==> config.mk <==
export PLATFORM = sky130hd
export DESIGN_NAME = instr_encoder
export DESIGN_NICKNAME = d
export VERILOG_FILES = /design/src/rtl/instr_encoder.sv
export SDC_FILE = /design/constraint.sdc
export NUM_CORES = 1
export LEC_CHECK = 0
export ABC_AREA = 1
export CORE_MARGIN = 4
export CORE_UTILIZATION = 45
export DETAILED_ROUTE_END_ITERATION = 8
export GPL_ROUTABILITY_DRIVEN = 0
export PLACE_DENSITY = 0.77
export SLEW_MARGIN = 20
export SYNTH_ARGS = -nofsm -noshare
export SYNTH_HDL_FRONTEND = slang
export SYNTH_SLANG_ARGS = --single-unit
export TNS_END_PERCENT = 5
==> constraint.sdc <==
create_clock -name CLK -period 4.8 [get_ports CLK]
set_input_delay 0.72 -clock CLK [delete_from_list [all_inputs] [get_ports CLK]]
set_output_delay 0.72 -clock CLK [all_outputs]
set_load 0.1 [all_outputs]
==> src/rtl/instr_encoder.sv <==
// RISC-V instruction word encoder with a one-entry registered output stage.
// Each accepted request is packed by opcode, tagged with a running address and checked for field overflow.
module instr_encoder #(
  parameter int               nbits     = 32,
  parameter logic [nbits-1:0] BASE_ADDR = '0
) (
  input  logic             CLK,
  input  logic             RST,
  input  logic             START,
  input  logic [nbits-1:0] START_ADDR,
  input  logic             IN_VALID,
  output logic             IN_READY,
  input  logic [6:0]       OPCODE,
  input  logic [2:0]       FUNCT3,
  input  logic [6:0]       FUNCT7,
  input  logic [4:0]       RS1,
  input  logic [4:0]       RS2,
  input  logic [4:0]       RD,
  input  logic [nbits-1:0] IMM,
  output logic             OUT_VALID,
  input  logic             OUT_READY,
  output logic [nbits-1:0] IR_OUT,
  output logic [nbits-1:0] ADDR_OUT,
  output logic [1:0]       ERR_OUT,
  output logic [15:0]      ERR_CNT
);

  localparam logic [6:0] OPC_LOAD   = 7'b0000011;
  localparam logic [6:0] OPC_OPIMM  = 7'b0010011;
  localparam logic [6:0] OPC_STORE  = 7'b0100011;
  localparam logic [6:0] OPC_OP     = 7'b0110011;
  localparam logic [6:0] OPC_LUI    = 7'b0110111;
  localparam logic [6:0] OPC_AUIPC  = 7'b0010111;
  localparam logic [6:0] OPC_BRANCH = 7'b1100011;
  localparam logic [6:0] OPC_JAL    = 7'b1101111;
  localparam logic [31:0] NOP_WORD  = 32'h0000_0013;

  logic [31:0]      imm;
  logic [31:0]      enc_word;
  logic [1:0]       enc_err;
  logic             accept;
  logic [nbits-1:0] naddr;
  logic [nbits-1:0] start_base;

  logic i_range_bad;
  logic b_range_bad;
  logic j_range_bad;
  logic u_low_bad;

  assign imm        = IMM[31:0];
  assign start_base = START_ADDR & ~nbits'(3);

  // Immediates must be sign-extensions of the field actually encoded.
  assign i_range_bad = !((&imm[31:11]) || !(|imm[31:11]));
  assign b_range_bad = !((&imm[31:12]) || !(|imm[31:12])) || imm[0];
  assign j_range_bad = !((&imm[31:20]) || !(|imm[31:20])) || imm[0];
  assign u_low_bad   = |imm[11:0];

  always_comb begin
    enc_word = NOP_WORD;
    enc_err  = 2'b10;
    case (OPCODE)
      OPC_LOAD, OPC_OPIMM: begin
        enc_word = {imm[11:0], RS1, FUNCT3, RD, OPCODE};
        enc_err  = {1'b0, i_range_bad};
      end
      OPC_STORE: begin
        enc_word = {imm[11:5], RS2, RS1, FUNCT3, imm[4:0], OPCODE};
        enc_err  = {1'b0, i_range_bad};
      end
      OPC_OP: begin
        enc_word = {FUNCT7, RS2, RS1, FUNCT3, RD, OPCODE};
        enc_err  = 2'b00;
      end
      OPC_LUI, OPC_AUIPC: begin
        enc_word = {imm[31:12], RD, OPCODE};
        enc_err  = {1'b0, u_low_bad};
      end
      OPC_BRANCH: begin
        enc_word = {imm[12], imm[10:5], RS2, RS1, FUNCT3, imm[4:1], imm[11], OPCODE};
        enc_err  = {1'b0, b_range_bad};
      end
      OPC_JAL: begin
        enc_word = {imm[20], imm[10:1], imm[11], imm[19:12], RD, OPCODE};
        enc_err  = {1'b0, j_range_bad};
      end
      default: begin
        enc_word = NOP_WORD;
        enc_err  = 2'b10;
      end
    endcase
  end

  // START blocks acceptance so an address reload never races a request.
  assign IN_READY = !START && (!OUT_VALID || OUT_READY);
  assign accept   = IN_VALID && IN_READY;

  always_ff @(posedge CLK or posedge RST) begin
    if (RST) begin
      OUT_VALID <= 1'b0;
      IR_OUT    <= '0;
      ADDR_OUT  <= BASE_ADDR;
      ERR_OUT   <= 2'b00;
    end else if (accept) begin
      OUT_VALID <= 1'b1;
      IR_OUT    <= nbits'(enc_word);
      ADDR_OUT  <= naddr;
      ERR_OUT   <= enc_err;
    end else if (OUT_READY) begin
      OUT_VALID <= 1'b0;
    end
  end

  always_ff @(posedge CLK or posedge RST) begin
    if (RST) begin
      naddr <= BASE_ADDR;
    end else if (START) begin
      naddr <= start_base;
    end else if (accept) begin
      naddr <= naddr + nbits'(4);
    end
  end

  always_ff @(posedge CLK or posedge RST) begin
    if (RST) begin
      ERR_CNT <= 16'd0;
    end else if (accept && (enc_err != 2'b00) && (ERR_CNT != 16'hFFFF)) begin
      ERR_CNT <= ERR_CNT + 16'd1;
    end
  end

endmodule

==> results by group <==
GRT
  • First-pass GRT wire length: a little under 30 mm
  • GRT overflow: 0
  • Busiest grt layer: met2
  • Met3 Use GR: around 6.3%
  • Met1 GRT Util: 29.3%
  • Met2 usage: a little under two fifths
  • Gr usage total: between 20% and 30%
  • Largest net degree at the start of global routing: roughly 110
  • Vias in the first global route: 5875
  • Initial antenna violation count: 0

Floorplan
  • Die Area: 15600 um^2
  • Initial Utilization: between 40% and 50%
  • Top Ports: ~190
  • Chip Height: 125 um
  • Std cell rows: 42
  • Width of the chip: roughly 120 um
  • Core Area: 13300 um^2

Finish
  • Most common cell after layout, fill and taps aside: nand2_1
  • Commonest non-fill, non-tap cells in the layout: nand2_1, clkdlybuf4s50_1, dfrtp_1, o21ai_0, inv_1
  • Nets: 1088
  • Final instance area: between 8000 and 9000 um^2
  • N_diodes: 0
  • Share of cells above drive strength 1: roughly 4.9%
  • Area Growth Syn to Fin: 36.0%

Synth
  • Post-Synthesis Cells: between 800 and 900
  • Synth top area share: about 45%
  • Ranking of synthesized cells by area: dfrtp_1, nand2_1, o21ai_0
  • Number of distinct library cells after synthesis: 40
  • Ys async rst share: 100%
  • Post-synth EDFFs: 0
  • #FFs+latches synth: 111
  • Sequential share of the synthesized area: between 40% and 50%
  • Syn_area_per_cell: between 7 and 8 um^2
  • Synthesis Warnings: 0
  • Area of the mapped netlist: ~6100 um^2
  • Biggest area consumer among synthesized cells: dfrtp_1
  • Main synth FF type: dfrtp_1

Detailed routing
  • Residual DRC count: 0
  • Vias: 6063
  • Drt total wl: around 18 mm
  • Pre-antenna DRT Iters: 5
  • Vias per inst: 5.20
  • DRT iter0 DRCs: 543
  • Wire per inst: 15.1 um
  • ANT nets after route: 0

Pwr
  • Overall power: 3020 uW
  • Maximum VDD drop: about 0.26 mV
  • Static leakage: 0.00387 uW
  • Pwr/cell area: roughly 360 nW/um^2

CTS
  • Num CTS Buffers: 9
  • Root Buffer: clkbuf_16
  • Clk_lat worst skew: 0.35 ns
  • Clock Path Buffers: 2
  • CTS tree: done
  • H-tree levels: 3
  • Cts hold-fix bufs: 0
  • Clock Pin Slew Worst Setup and Hold Paths: roughly 0.07 ns
  • CTS sink cnt: about 110
  • Post-CTS Setup Bufs: 0
  • # resized after CTS: 0

Hold path
  • Worst hold endpoint: IR_OUT[1]$_DFFE_PP0P_
  • Worst min path class: flip-flop to flip-flop
  • Hold wc startpoint: IR_OUT[1]$_DFFE_PP0P_
  • Depth of the worst hold-timing path: 1

Critical path
  • Worst reg2reg setup slack: between 2 and 3 ns
  • Slowest-stage cell, CP: buf_4
  • Worst endpoint required time: slightly above 5 ns
  • Critical-path maximum fanout: 48
  • Worst EP arrival: about 3.1 ns
  • CP Capture Type: flip-flop
  • Worst setup SP type: input pin
  • R2r endpoint: ERR_CNT[2]$_DFFE_PP0P_
  • Crit Reg-Reg Startpoint: OUT_VALID$_DFFE_PP0P_
  • Crit path cell chain: clkdlybuf4s50_1 > buf_4 > a21oi_2 > nand2_4 > inv_1 > buf_4 > nand2_2 > inv_1 > nand2_2 > nand2_1 > nand2_1
  • CP Class: input pin to flip-flop
  • Max incr delay on CP: 0.45 ns
  • Worst Reg2Reg Path Length in Cells: 9

Status
  • Status: finished clean

Timing
  • FMAX: 347 MHz
  • Fin. max-slew vios: 0
  • Fin crit period: just under 3 ns
  • Setup TNS: 0 ns
  • Unrepaired setup endpoints after global routing: no
  • Setup violations, final: 0
  • Max Clock Skew: about 0.0056 ns
  • Final Hold Fails: 0
  • Normalized max-slew margin: 31.2%
  • Setup ws final: roughly 1.9 ns
  • Final Cycle Share: roughly three fifths
  • Worst-Margin Slew: 1.03 ns

Placement
  • Final HPWL DP: roughly 13 mm
  • Post-Place Worst Slack: ~1.5 ns
  • Port bufs: 180
  • Placed inst area: approximately 8100 um^2

Job
  • Max Cap Viol: 0
## worst max-delay path, delay by kind of cell
family	cells	cell delay, ns
buf+inv	5	1.51
simple gates	5	0.67
compound gates	1	0.22
## registers in the layout, summed over array words and instances (netlist names)
signal	cells
ERR_CNT	16
ADDR_OUT	30
IR_OUT	32
naddr	30
ERR_OUT	2
OUT_VALID	1
## kinds of logic (layout without fill, tap and decap cells)
kind of cell / after synthesis / after routing / synth area share [%]
and+or+nand+nor: 445 / 445 / 31.1
AOI/OAI and AO/OA: 135 / 135 / 13.0
DFF: 111 / 111 / 45.3
buffers and inverters: 102 / 272 / 7.01
xor gates and xnor gates: 22 / 22 / 3.14
adders and majority gates: 2 / 2 / 0.408
other: 1 / 2 / 0.0611
## power by group
group | switching [uW] | leakage (uW) | internal [uW] | total [uW]
logic | 827 | 0.00231 | 291 | 1120
registers | 96.9 | 0.00142 | 1040 | 1140
clock network | 345 | 0.000145 | 417 | 762
## synth_stat cells, types with 3 or more instances
cell type  count
nor2_1        65
nor2_2         4
nor3_1         9
a21o_1         5
nand3_2        3
nand4_1       17
inv_1         69
buf_4          3
xnor2_1        7
nand2_1      275
clkbuf_1      12
o211ai_1       6
buf_6          3
nor4_1         6
a21oi_1       14
o221ai_1       3
nand3_1       50
nand3b_1       3
o21ai_0       73
xor2_1        15
nand2_2        7
dfrtp_1      111
a22oi_1       24
buf_2         11
## cell type report
type	count	area, um^2
Inverter	71	269
Timing Repair Buffer	186	1840
Multi-Input combinational cell	606	2940
Clock buffer	10	239
Tap cell	176	220
Clock inverter	5	56.3
Sequential cell	111	2780
Fill cell	1184	4950
## how the worst max path moves through the flow
stage | from | to | slack (ns) | depth (start not counted)
global placement | START | ERR_CNT[1]$_DFFE_PP0P_ | 1.62 | 11
finish | START | ERR_CNT[2]$_DFFE_PP0P_ | 1.92 | 11
CTS | START | ERR_CNT[2]$_DFFE_PP0P_ | 1.93 | 11
global route | START | ERR_CNT[10]$_DFFE_PP0P_ | 1.68 | 11
detailed placement | START | ERR_CNT[2]$_DFFE_PP0P_ | 1.55 | 11
floorplan | RST | ADDR_OUT[10]$_DFFE_PP0P_ | 1.15 | 1
## metrics by stage
| step | hold slack (ns) | cells | utilization [%] |
|---|---|---|---|
| 6_report | 0.467 | 1165 | 62.8 |
| 2_1_floorplan | 0.469 | 819 | - |
| 4_1_cts | 0.475 | 1165 | 62.8 |
| 3_5_place_dp | 0.459 | 1150 | 60.6 |
| 5_1_grt | 0.482 | 1165 | 62.8 |
| 3_3_place_gp | 0.455 | 1150 | 60.6 |
## metal layers
layer  wire, um  part of all wire, %
met1       7540                   43
met2       8270                   47
met3       1390                  7.9
met4        414                  2.3
met5          0                    0
Note: power is estimated with default switching activity, not from simulation.
